`config.mk`:
```
export PLATFORM = sky130hd
export DESIGN_NAME = c17_pipe_array
export DESIGN_NICKNAME = d
export VERILOG_FILES = /design/src/rtl/c17_pipe_array.sv
export SDC_FILE = /design/constraint.sdc
export NUM_CORES = 1
export LEC_CHECK = 0
export BUFFER_PORTS_ARGS = -buffer_cell sky130_fd_sc_hd__buf_4
export CORE_AREA = 4 4 67 69
export DETAILED_ROUTE_END_ITERATION = 8
export DIE_AREA = 0 0 71 73
export MAX_ROUTING_LAYER = met4
export PLACE_DENSITY = 0.76
export SLEW_MARGIN = 20
export SYNTH_ARGS = -nofsm -noshare
export SYNTH_HDL_FRONTEND = slang
export SYNTH_SLANG_ARGS = --single-unit
export TNS_END_PERCENT = 20
```
`constraint.sdc`:
```
create_clock -name clk -period 3.5 [get_ports clk]
set_clock_uncertainty 0.2 [all_clocks]
set_input_delay 0.875 -clock clk [delete_from_list [all_inputs] [get_ports clk]]
set_output_delay 0.875 -clock clk [all_outputs]
set_load 0.03 [all_outputs]
```
`src/rtl/c17_pipe_array.sv`:
```
// c17_pipe_array: LANES parallel ISCAS c17 cells feeding a DEPTH-stage valid/ready pipeline
// Ports: clk (rising edge), rn (async active-low reset), vdd/gnd (supply pass-through),
//        in_data/in_valid/in_ready (upstream, 5 bits per lane = {I7,I6,I3,I2,I1}),
//        out_data/out_valid/out_ready (downstream, 2 bits per lane = {O23,O22}),
//        flush (sync clear), cnt (output handshake count),
//        sig (output MISR signature, only when C17_MISR_EN is defined)
module c17_pipe_array #(
  parameter int LANES = 4,
  parameter int DEPTH = 2
) (
  input  logic                 clk,
  input  logic                 rn,
  inout  wire                  vdd,
  inout  wire                  gnd,
  input  logic [5*LANES-1:0]   in_data,
  input  logic                 in_valid,
  output logic                 in_ready,
  output logic [2*LANES-1:0]   out_data,
  output logic                 out_valid,
  input  logic                 out_ready,
  input  logic                 flush,
  output logic [15:0]          cnt
`ifdef C17_MISR_EN
  ,
  output logic [15:0]          sig
`endif
);
  localparam int OW = 2 * LANES;
  // Supplies are carried for netlist compatibility; no behavioural use.
  wire unused_supply = &{1'b0, vdd, gnd};
  logic [OW-1:0]    c17_out;
  logic [DEPTH-1:0] v, ld, sv;
  logic [OW-1:0]    d  [DEPTH];
  logic [OW-1:0]    sd [DEPTH];
  logic             c, in_fire, out_fire;
  for (genvar k = 0; k < LANES; k++) begin : g_lane
    logic i1, i2, i3, i6, i7, n10, n11, n16, n19;
    assign {i7, i6, i3, i2, i1} = in_data[5*k +: 5];
    assign n10 = ~(i1 & i3);
    assign n11 = ~(i3 & i6);
    assign n16 = ~(i2 & n11);
    assign n19 = ~(n11 & i7);
    assign c17_out[2*k +: 2] = {~(n16 & n19), ~(n10 & n16)};
  end
  // A stage loads when it is empty or its contents move on; resolved from the output end backwards.
  always_comb begin
    ld = '0;
    c = out_ready;
    for (int i = DEPTH - 1; i >= 0; i--) begin
      ld[i] = !v[i] || c;
      c = ld[i];
    end
  end
  assign in_ready  = !flush && ld[0];
  assign in_fire   = in_valid && in_ready;
  assign out_valid = v[DEPTH-1];
  assign out_data  = d[DEPTH-1];
  assign out_fire  = out_valid && out_ready && !flush;
  for (genvar i = 0; i < DEPTH; i++) begin : g_src
    if (i == 0) begin : g_head
      assign sv[i] = in_fire;
      assign sd[i] = c17_out;
    end else begin : g_body
      assign sv[i] = v[i-1];
      assign sd[i] = d[i-1];
    end
  end
  always_ff @(posedge clk or negedge rn)
    if (!rn) begin
      v <= '0;
      for (int i = 0; i < DEPTH; i++) d[i] <= '0;
    end else if (flush) v <= '0;
    else for (int i = 0; i < DEPTH; i++)
      if (ld[i]) begin
        v[i] <= sv[i];
        d[i] <= sd[i];
      end
  always_ff @(posedge clk or negedge rn)
    if (!rn) cnt <= '0;
    else if (out_fire) cnt <= cnt + 16'd1;
`ifdef C17_MISR_EN
  always_ff @(posedge clk or negedge rn)
    if (!rn) sig <= '0;
    else if (out_fire) sig <= {sig[14:0], sig[15] ^ sig[14] ^ sig[12] ^ sig[3]} ^ 16'(out_data);
`endif
endmodule
```
Word level (Yosys, flattened, before mapping)
Cells that the tools add are included.
{"block": "totals", "register_bits": 34, "latch_bits": 0, "ram_bits": 0, "mem_bits_ro": 0, "in_bits": 25, "output_inout_bits": 28, "elab_cells": 71, "mem_count": 0}
{"block": "classes", "add_sub_neg": 1, "mul": 0, "n_div": 0, "n_lt_le_gt_ge": 0, "n_eq_ne": 0, "shifts": 0, "mux": 3, "bitwise_logic": 49, "n_reduce_logical": 13}
{"cell": "$not 1->1", "count": 25}
{"cell": "$and 1x1->1", "count": 24}
{"cell": "$add 16x1->16 const B", "count": 1}
{"cell": "$logic_and 1x1->1", "count": 4}
{"cell": "$reduce_and 2->1", "count": 2}
{"cell": "$reduce_bool 2->1", "count": 2}
{"cell": "$logic_not 1->1", "count": 3}
{"cell": "$logic_or 1x1->1", "count": 2}
{"cell": "$mux 1", "count": 2}
{"cell": "$mux 2", "count": 1}

Longest topological paths before layout
Gate-level depths: netlist of the first run.
{"block": "depth", "word_depth": 7, "depth_mapped": 5, "depth_no_buf": 5}

Worst setup path before layout of the first run
No wires, ideal clock.
{"block": "synth_path", "path_type": "input port to output port", "startpoint": "input port out_ready", "endpoint": "output port in_ready", "t_arrival_ns": 1.412, "required_ns": 2.425, "slack_ns": 1.013, "stages": 3, "n_path_buf": 0, "cell_sequence": "nor2b_1 -> a21o_1 -> inv_1"}
{"block": "synth_between", "elab_chain_len": 3}
{"item": "start: declaration", "line_no": "20", "rtl": "input logic out_ready,"}
{"item": "$logic_or 1x1->1 (2 in series)", "line_no": "50", "rtl": "ld[i] = !v[i] || c;"}
{"item": "$logic_and 1x1->1", "line_no": "54", "rtl": "assign in_ready = !flush && ld[0];"}
{"item": "end: declaration", "line_no": "17", "rtl": "output logic in_ready,"}
Every way passes these cells.

Worst setup path in the final report of the first run
Ends and elaborated chain as after synthesis.

==> results of run 1 <==
==> placed cells by master, fill, tap and decap left out, drive strengths merged <==
cell	Yosys	layout
nor2b	1	1
and4	2	2
ha	1	1
or4	1	1
o21ai	8	8
nor3	1	1
mux2	8	8
buf	9	51
nand3	6	6
nand2	15	15
and3	3	3
xnor2	8	8
nand3b	1	1
xor2	7	7
dfrtp	34	34
a21o	1	1
a21oi	1	1
inv	5	5
clkbuf	1	7
nor2	18	18
bufinv	0	1
nor4	1	1
a221oi	4	4
==> synthesized netlist by cell type (all sizes together) <==
| library cell | instances | area (um^2) |
|---|---|---|
| nand2 | 15 | 56.30 |
| dfrtp | 34 | 850.8 |
| nand3 | 6 | 30.03 |
| buf | 9 | 71.32 |
| nor2 | 18 | 67.56 |
| ha | 1 | 12.51 |
| xor2 | 7 | 61.31 |
| inv | 5 | 18.77 |
| a221oi | 4 | 35.03 |
| nor3 | 1 | 5.000 |
| nor4 | 1 | 21.27 |
| mux2 | 8 | 90.09 |
| xnor2 | 8 | 70.07 |
| o21ai | 8 | 40.04 |
| nand3b | 1 | 20.02 |
| a21o | 1 | 7.510 |
| nor2b | 1 | 6.260 |
| clkbuf | 1 | 3.750 |
| or4 | 1 | 11.26 |
| a21oi | 1 | 5.000 |
| and3 | 3 | 18.77 |
| and4 | 2 | 17.52 |
==> worst max path at each step <==
| stage | start | to | slack, ns | cells after the start |
|---|---|---|---|---|
| 3_3_place_gp | out_ready | in_ready | 0.76 | 5 |
| 3_5_place_dp | out_ready | in_ready | 0.73 | 5 |
| 2_1_floorplan | out_ready | in_ready | 1.01 | 3 |
| 4_1_cts | out_ready | in_ready | 0.73 | 5 |
| 5_1_grt | out_ready | in_ready | 0.65 | 5 |
| 6_report | out_ready | in_ready | 0.74 | 5 |
==> stage by stage <==
| step | hold WS [ns] | std cells | total power [mW] | worst slack, ns | utilization (%) |
|---|---|---|---|---|---|
| after global placement | 0.2605 | 227 | 0.7093 | 0.7610 | 48.31 |
| after floorplan | 0.2444 | 136 | 0.6292 | 1.013 | - |
| after global routing | 0.2920 | 235 | 1.105 | 0.6526 | 51.02 |
| after CTS | 0.2745 | 235 | 1.061 | 0.7292 | 51.02 |
| after detailed placement | 0.2614 | 227 | 0.7148 | 0.7297 | 48.31 |
| final | 0.2752 | 235 | 1.044 | 0.7384 | 51.02 |
==> sequential cells by signal (all words and copies together), names as in the netlist <==
| signal | count |
|---|---|
| cnt | 16 |
| v | 2 |
| out_data | 8 |
| d | 8 |
==> final cells by class <==
| cell class | count | area [um^2] | share of cell area [%] |
|---|---|---|---|
| clock buffers | 7 | 76.32 | 3.822 |
| clock inverters | 1 | 30.03 | 1.504 |
| inverters | 5 | 18.77 | 0.9398 |
| multi-input cells | 87 | 575.6 | 28.82 |
| flip-flops and latches | 34 | 850.8 | 42.61 |
| well taps | 50 | 62.56 | 3.133 |
| repair buffers | 51 | 382.9 | 19.17 |
==> kinds of logic (layout without fill, tap and decap cells) <==
| group | count (synthesis) | after routing | share of synthesized area, % |
|---|---|---|---|
| fa+ha+maj | 1 | 1 | 0.8229 |
| simple gates | 49 | 49 | 16.71 |
| flops | 34 | 34 | 55.97 |
| buf+inv | 15 | 64 | 6.173 |
| xor+xnor | 15 | 15 | 8.642 |
| mux | 8 | 8 | 5.926 |
| compound gates | 14 | 14 | 5.761 |
==> worst max-delay path, cell delays in order <==
cell and delay (ns):
buf_4 0.13, nor2b_1 0.23, a21o_1 0.18, inv_1 0.10, buf_4 0.18
==> layer usage <==
layer  vias to the layer above  wire [um]  part of all wire (%)
met3                         2        204                   7.1
met2                        36       1454                    50
li1                        547          -                     -
met4                         0         13                  0.45
met5                         -          0                     0
met1                       521       1208                    42
==> power by group through the flow <==
stage	registers (mW)	logic, mW	clock network, mW
after CTS	0.477	0.231	0.353
after global placement	0.483	0.227	0
after detailed placement	0.484	0.231	0
after floorplan	0.510	0.119	0
after global routing	0.483	0.247	0.375
final	0.475	0.227	0.341
==> reports/results.tsv, run 1 <==
metric	value	unit
fillers	393	
Syn Nets	164	
Die X	71	um
Slew headroom	55.82	%
area added between synthesis and finish	31.36	%
Initial Utilization	38.84	%
setup bufs post-CTS	0	
grt ovf	0	
synthesized flop and latch total	34	
global routing usage on met3	4.683	%
synth warn	0	
Peak VDD IR	0.0002759	V
wire length per cell	12.26	um
Setup violations, final	0	
endpoints left unconstrained	2	
critical path startpoint category	primary input	
Achievable Freq	362.1	MHz
WHS Path Cells	1	
Synth Area per Inst	11.18	um^2
CTS Buf Count	5	
synthesized area	1520	um^2
WS Path Type	primary input to primary output	
final worst-path cycle share	78.90	%
Root Driver	clkbuf_8	
DRT antenna net count	0	
clock group share of total power	32.7	%
worst-path fanout max	5	
R2R depth	3	
initial antenna violation count	0	
class of the worst hold path	flip-flop to flip-flop	
PD cells	522.7	nW/um^2
share of post-route cells with drive strength above 1	36.76	%
switching power	0.2938	mW
worst-skew pair later-pin latency	0.27	ns
GP Congestion	0.7711	
static leakage	0.9991	nW
combinational share of power	21.8	%
R2R setup slack	1.65	ns
via count	1106	
Inserted Diodes	0	
final design area excluding fillers	1997	um^2
Resized cells post-CTS	0	
htree depth	2	
pin count of the biggest net entering global routing	35	
DRC Markers	0	
Worst EP required	2.42	ns
Net Sw Frac	28.15	%
Clock Pin Slew Worst Setup and Hold Paths	0.06	ns
Unique masters post-synth	23	
CTS tree	built	
Min-Delay Endpoint	cnt[15]$_DFFE_PN0P_	
Critical R2R Launch	v[1]$_DFFE_PN0P_	
Critical Path End Type	primary output	
Total Wirelength	2880	um
Die Height	73	um
outcome	finished, final reports clean	
drt initial violations	56	
Seq/Total Area, Yosys	55.97	%
IO Port Bufs	50	
Max-Cap Viols	0	
Slew @ Worst Pin	0.6602	ns
met1 Track Usage GR	14.75	%
IO Pins	53	
first-pass GRT wire length	5216	um
Max Transition Viols Final	0	
busiest layer in global routing	met2	
Core Area	3914	um^2
Avg Vias per Cell	4.706	
CTS max path bufs	2	
nets	212	
sequential power share	45.6	%
met2 Use GR	22.14	%
first-pass detailed-route iteration total	2	
internal power	0.7499	mW
worst hold start	cnt[15]$_DFFE_PN0P_	
Critical Path AT	1.69	ns
vias in the first global route	1219	
placed wire-length estimate	2235	um
hold buffer count at cts	0	
cell area after placement	1891	um^2
RSZ-0062 raised after global routing	no	
final hold violation count	0	
Period minus WS final	2.762	ns
clk sinks	34	
row count	23	
Setup TNS	0	ns
reg-to-reg critical path endpoint	out_data[5]$_DFFE_PN0P_	
Synth Instances	136	
die area	5183	um^2
gr usage total	12.94	%
No activity file was read; power rests on OpenSTA's default activity.
==> run 2: changes to the inputs <==
--- a/config.mk
+++ b/config.mk
@@ -10,7 +10,7 @@
 export DETAILED_ROUTE_END_ITERATION = 8
 export DIE_AREA = 0 0 71 73
 export MAX_ROUTING_LAYER = met4
-export PLACE_DENSITY = 0.76
+export PLACE_DENSITY = 0.78
 export SLEW_MARGIN = 20
 export SYNTH_ARGS = -nofsm -noshare
 export SYNTH_HDL_FRONTEND = slang
==> constraint.sdc (replaced) <==
create_clock -name clk -period 2.5 [get_ports clk]
set_clock_uncertainty 0.2 [all_clocks]
set_input_delay 0.625 -clock clk [delete_from_list [all_inputs] [get_ports clk]]
set_output_delay 0.625 -clock clk [all_outputs]
set_load 0.03 [all_outputs]
==> reports/results.tsv, run 2 (synthesis gave the netlist of run 1 again) <==
metric	value	unit	change
first-pass detailed-route iteration total	4		was 2
hold buffer count at cts	0		unchanged
worst-path fanout max	5		unchanged
die area	5183	um^2	unchanged
Slew @ Worst Pin	0.4542	ns	was 0.6602 ns
commonest non-fill, non-tap cell in the layout	buf_4		unchanged
Core Area	3914	um^2	unchanged
first-pass GRT wire length	5168	um	was 5216 um
Root Driver	clkbuf_8		unchanged
fin cells	237		was 235
Setup violations, final	0		unchanged
Largest register FFs	16		unchanged
Period minus WS final	2.242	ns	
Critical Path AT	1.42	ns	was 1.69 ns
CTS tree	built		unchanged
Die Height	73	um	unchanged
share of post-route cells with drive strength above 1	38.50	%	was 36.76%
Achievable Freq	446.0	MHz	
fillers	376		was 393
placed cells	229		was 227
Most flops, register	cnt		unchanged
final hold violation count	0		unchanged
IO Pins	53		unchanged
commonest non-fill, non-tap cells in the layout	buf_4, dfrtp_1, nor2_1		unchanged
CTS max path bufs	2		unchanged
worst-skew pair later-pin latency	0.28	ns	was 0.27 ns
setup bufs post-CTS	0		unchanged
vias in the first global route	1150		was 1219
Peak VDD IR	0.0004238	V	was 0.0002759 V
critical path startpoint category	flip-flop		was primary input
htree depth	2		unchanged
Max-Cap Viols	0		unchanged
static leakage	1.025	nW	was 0.9991 nW
Total Wirelength	2899	um	was 2880 um
Inserted Diodes	0		unchanged
WS Path Type	flip-flop to primary output		was primary input to primary output
wire length per cell	12.23	um	was 12.26 um
R2R setup slack	0.70	ns	was 1.65 ns
drt initial violations	43		was 56
grt ovf	0		unchanged
Critical Path End Type	primary output		unchanged
R2R depth	5		was 3
row count	23		unchanged
pin count of the biggest net entering global routing	35		unchanged
via count	1135		was 1106
class of the worst hold path	primary input to async pin		was flip-flop to flip-flop
clk sinks	34		unchanged
RSZ-0062 raised after global routing	no		unchanged
Die X	71	um	unchanged
IO Port Bufs	50		unchanged
Initial Utilization	38.84	%	unchanged
DRC Markers	0		unchanged
Slew headroom	69.49	%	was 55.82%
initial antenna violation count	0		unchanged
CTS Buf Count	5		unchanged
nets	214		was 212
Clock Pin Slew Worst Setup and Hold Paths	0.07	ns	was 0.06 ns
final worst-path cycle share	89.68	%	
Worst EP required	1.67	ns	was 2.42 ns
DRT antenna net count	0		unchanged
placed wire-length estimate	2191	um	was 2235 um
endpoints left unconstrained	2		unchanged
outcome	finished, final reports clean		unchanged
Setup TNS	0	ns	unchanged
Max Transition Viols Final	0		unchanged
GP Congestion	0.7111		was 0.7711
PD cells	780.7	nW/um^2	was 522.7 nW/um^2
gr usage total	13.13	%	was 12.94%
Resized cells post-CTS	0		unchanged
Avg Vias per Cell	4.789		was 4.706
area added between synthesis and finish	34.40	%	was 31.36%
==> run 2: changes by cell type in the layout (fill, tap and decap cells not counted) <==
| cell | before | now |
|---|---|---|
| clkbuf_1 | 2 | 0 |
| buf_4 | 51 | 53 |
| clkinv_4 | 0 | 1 |
| bufinv_16 | 1 | 2 |
==> run 2: worst paths after layout <==
path | end | from
min in group clk | cnt[15]$_DFFE_PN0P_ | cnt[15]$_DFFE_PN0P_
worst min-delay path | cnt[10]$_DFFE_PN0P_ | rn
worst min register to register | cnt[15]$_DFFE_PN0P_ | cnt[15]$_DFFE_PN0P_
max in group asynchronous | out_data[2]$_DFFE_PN0P_ | rn
worst max register to register | cnt[10]$_DFFE_PN0P_ | cnt[0]$_DFFE_PN0P_
worst max-delay path | in_ready | v[1]$_DFFE_PN0P_
==> run 2: worst max-delay path, stage by stage (launching register included) <==
cell and delay, ns:
dfrtp_1 0.43, nor2b_1 0.17, a21o_1 0.19, inv_1 0.15
buf_4 0.19
==> run 2: through the flow <==
step | util (%) | instance area (um^2) | total power, mW | worst slack, ns | hold WS, ns
3_3_place_gp | 48.69 | 1906 | 0.9926 | 0.3303 | 0.2571
5_1_grt | 52.21 | 2043 | 1.678 | 0.1837 | 0.09715
4_1_cts | 52.21 | 2043 | 1.620 | 0.2225 | 0.08546
6_report | 52.21 | 2043 | 1.595 | 0.2579 | 0.07413
3_5_place_dp | 48.69 | 1906 | 1.003 | 0.3300 | 0.2597
2_1_floorplan | - | 1520 | 0.8809 | 0.4854 | 0.1294
==> run 2: area by class of cell <==
| cell class | count | area, um^2 | share of cell area, % |
|---|---|---|---|
| multi-input cells | 87 | 575.6 | 28.17 |
| well taps | 50 | 62.56 | 3.062 |
| clock buffers | 5 | 68.82 | 3.368 |
| repair buffers | 53 | 397.9 | 19.47 |
| clock inverters | 3 | 68.82 | 3.368 |
| inverters | 5 | 18.77 | 0.9186 |
| flip-flops and latches | 34 | 850.8 | 41.64 |
==> run 2: metal layers <==
metal,GRT usage (%),wire [um],vias up
met4,3.132,23,0
met3,4.683,211,4
met2,21.94,1446,40
li1,-,-,550
met5,-,0,-
met1,15.20,1218,541
==> run 2: report_power, final <==
group | switching [mW] | internal, mW
clock network | 0.212 | 0.399
registers | 0.0508 | 0.613
logic | 0.180 | 0.140
==> run 3: changes to the inputs <==
--- a/config.mk
+++ b/config.mk
@@ -7,6 +7,7 @@
 export LEC_CHECK = 0
 export BUFFER_PORTS_ARGS = -buffer_cell sky130_fd_sc_hd__buf_4
 export CORE_AREA = 4 4 67 69
+export CTS_CLUSTER_SIZE = 40
 export DETAILED_ROUTE_END_ITERATION = 8
 export DIE_AREA = 0 0 71 73
 export MAX_ROUTING_LAYER = met4
==> constraint.sdc (replaced) <==
create_clock -name clk -period 1.9 [get_ports clk]
set_clock_uncertainty 0.2 [all_clocks]
set_input_delay 0.475 -clock clk [delete_from_list [all_inputs] [get_ports clk]]
set_output_delay 0.475 -clock clk [all_outputs]
set_load 0.03 [all_outputs]
==> reports/results.tsv, run 3 (synthesis gave the netlist of run 1 again) <==
metric	value	unit	change
outcome	finished, final reports clean		unchanged
commonest non-fill, non-tap cell in the layout	buf_4		unchanged
initial antenna violation count	0		unchanged
Critical Path End Type	primary output		unchanged
row count	23		unchanged
final hold violation count	0		unchanged
WS Path Type	flip-flop to primary output		unchanged
Avg Vias per Cell	4.675		was 4.789
first-pass detailed-route iteration total	4		unchanged
GP Congestion	0.7148		was 0.7111
worst-path fanout max	2		was 5
class of the worst hold path	primary input to flip-flop		was primary input to async pin
Initial Utilization	38.84	%	unchanged
clk sinks	34		unchanged
setup slack after layout	0.05320	ns	was 0.2579 ns
drt initial violations	46		was 43
wire length per cell	12.52	um	was 12.23 um
Core Area	3914	um^2	unchanged
PD cells	940.6	nW/um^2	was 780.7 nW/um^2
Max-Cap Viols	0		unchanged
Setup violations, final	0		unchanged
Worst EP required	1.22	ns	was 1.67 ns
final worst-path cycle share	97.20	%	
global routing usage on met3	5.923	%	was 4.683%
Slew headroom	71.90	%	was 69.49%
DRT antenna net count	0		unchanged
pin count of the biggest net entering global routing	35		unchanged
Post-Route Utilization	52.94	%	was 52.21%
critical path startpoint category	flip-flop		unchanged
RSZ-0062 raised after global routing	yes		was no
Die Height	73	um	unchanged
worst-skew pair later-pin latency	0.28	ns	about the same
Power Total	1.949	mW	was 1.595 mW
largest stage delay on the critical path	0.40	ns	was 0.43 ns
endpoints left unconstrained	2		unchanged
static leakage	1.038	nW	was 1.025 nW
vias in the first global route	1173		was 1150
grt ovf	0		unchanged
Largest register FFs	16		unchanged
Period minus WS final	1.847	ns	
busiest layer in global routing	met2		unchanged
met1 Track Usage GR	14.19	%	was 15.20%
CTS max path bufs	2		unchanged
commonest non-fill, non-tap cells in the layout	buf_4, dfrtp_1, nor2_1		unchanged
die area	5183	um^2	unchanged
CTS tree	built		unchanged
area added between synthesis and finish	36.30	%	was 34.40%
crit-path leading delay family	flip-flops		unchanged
critical-path cell list	nor2b_4, a21o_1, inv_2, buf_6		was nor2b_1, a21o_1, inv_1, buf_4
Achievable Freq	541.5	MHz	
Peak VDD IR	0.0005047	V	was 0.0004238 V
Root Driver	clkbuf_8		unchanged
fillers	386		was 376
Slew @ Worst Pin	0.4214	ns	was 0.4542 ns
Most flops, register	cnt		unchanged
Die X	71	um	unchanged
nets	220		was 214
CP Buf/Inv Count	2		unchanged
IO Port Bufs	50		unchanged
Critical Path AT	1.17	ns	was 1.42 ns
Setup TNS	0	ns	unchanged
CP max stage cell	dfrtp_2		was dfrtp_1
via count	1136		was 1135
Total Wirelength	3042	um	was 2899 um
CTS Buf Count	5		unchanged
Clock Pin Slew Worst Setup and Hold Paths	0.06	ns	was 0.07 ns
htree depth	2		unchanged
placed wire-length estimate	2268	um	was 2191 um
DRC Markers	0		unchanged
Max Transition Viols Final	0		unchanged
Inserted Diodes	0		unchanged
met2 Use GR	23.17	%	was 21.94%
gr usage total	13.50	%	was 13.13%
first-pass GRT wire length	5250	um	was 5168 um
IO Pins	53		unchanged
share of post-route cells with drive strength above 1	40.41	%	was 38.50%
pre-CTS WS	-0.02180	ns	was 0.3300 ns
## run 3: cell count changes in the layout (fill, tap and decap cells not counted), sizes merged
cell / previous run / this run
bufinv: 2 / 1
clkbuf: 5 / 7
clkinv: 1 / 0
buf: 53 / 58
dlygate4sd3: 0 / 1
## run 3: cell type report
type	instances	area [um^2]	share of cell area, %
Timing Repair Buffer	59	449.2	21.68
Multi-Input combinational cell	87	583.1	28.14
Inverter	5	18.77	0.9058
Tap cell	50	62.56	3.019
Clock buffer	7	76.32	3.684
Clock inverter	1	30.03	1.449
Sequential cell	34	852.1	41.12
## run 3: repair_timing
action / 4_1_cts / 5_1_grt
hold buffers: 1 / 0
endpoints found under the setup margin: 1 / 1
pin swaps: 0 / 1
buffers inserted: 1 / 0
hold endpoints to repair: 34 / 0
gates resized for setup: 2 / 2
## run 3: power by group
part,internal (mW),switching [mW]
clock network,0.392,0.248
logic,0.193,0.242
registers,0.808,0.0663
total,1.39,0.556
## run 3: path summary, 6_finish.rpt
path / start / slack, ns / depth (start not counted) / to
max reg2reg: v[1]$_DFFE_PN0P_ / 0.17 / 5 / cnt[15]$_DFFE_PN0P_
min reg2reg: cnt[15]$_DFFE_PN0P_ / 0.27 / 1 / cnt[15]$_DFFE_PN0P_
min in group asynchronous: rn / 0.47 / 2 / cnt[11]$_DFFE_PN0P_
min: in_valid / 0.23 / 3 / v[0]$_DFFE_PN0P_
max: v[1]$_DFFE_PN0P_ / 0.05 / 4 / in_ready
max in group asynchronous: rn / 0.69 / 2 / v[1]$_DFFE_PN0P_
## run 3: tightest hold or removal path, delay by kind of cell
kind | cells | cell delay [ns]
AOI/OAI and AO/OA | 1 | 0.03
and+or+nand+nor | 1 | 0.08
buffers and inverters | 1 | 0.08
## run 3: routing by layer
metal / wire length [um] / vias up
met2: 1546 / 41
met3: 274 / 6
met1: 1188 / 528
met5: 0 / -
li1: - / 561
met4: 33 / 0
## run 3: per-stage QoR
step	area (um^2)	hold slack [ns]	cells
after floorplan	1521	-0.02059	136
after global placement	1937	0.2426	233
after detailed placement	1937	0.2493	233
after CTS	2064	0.2206	243
after global routing	2072	0.2324	243
final	2072	0.2278	243
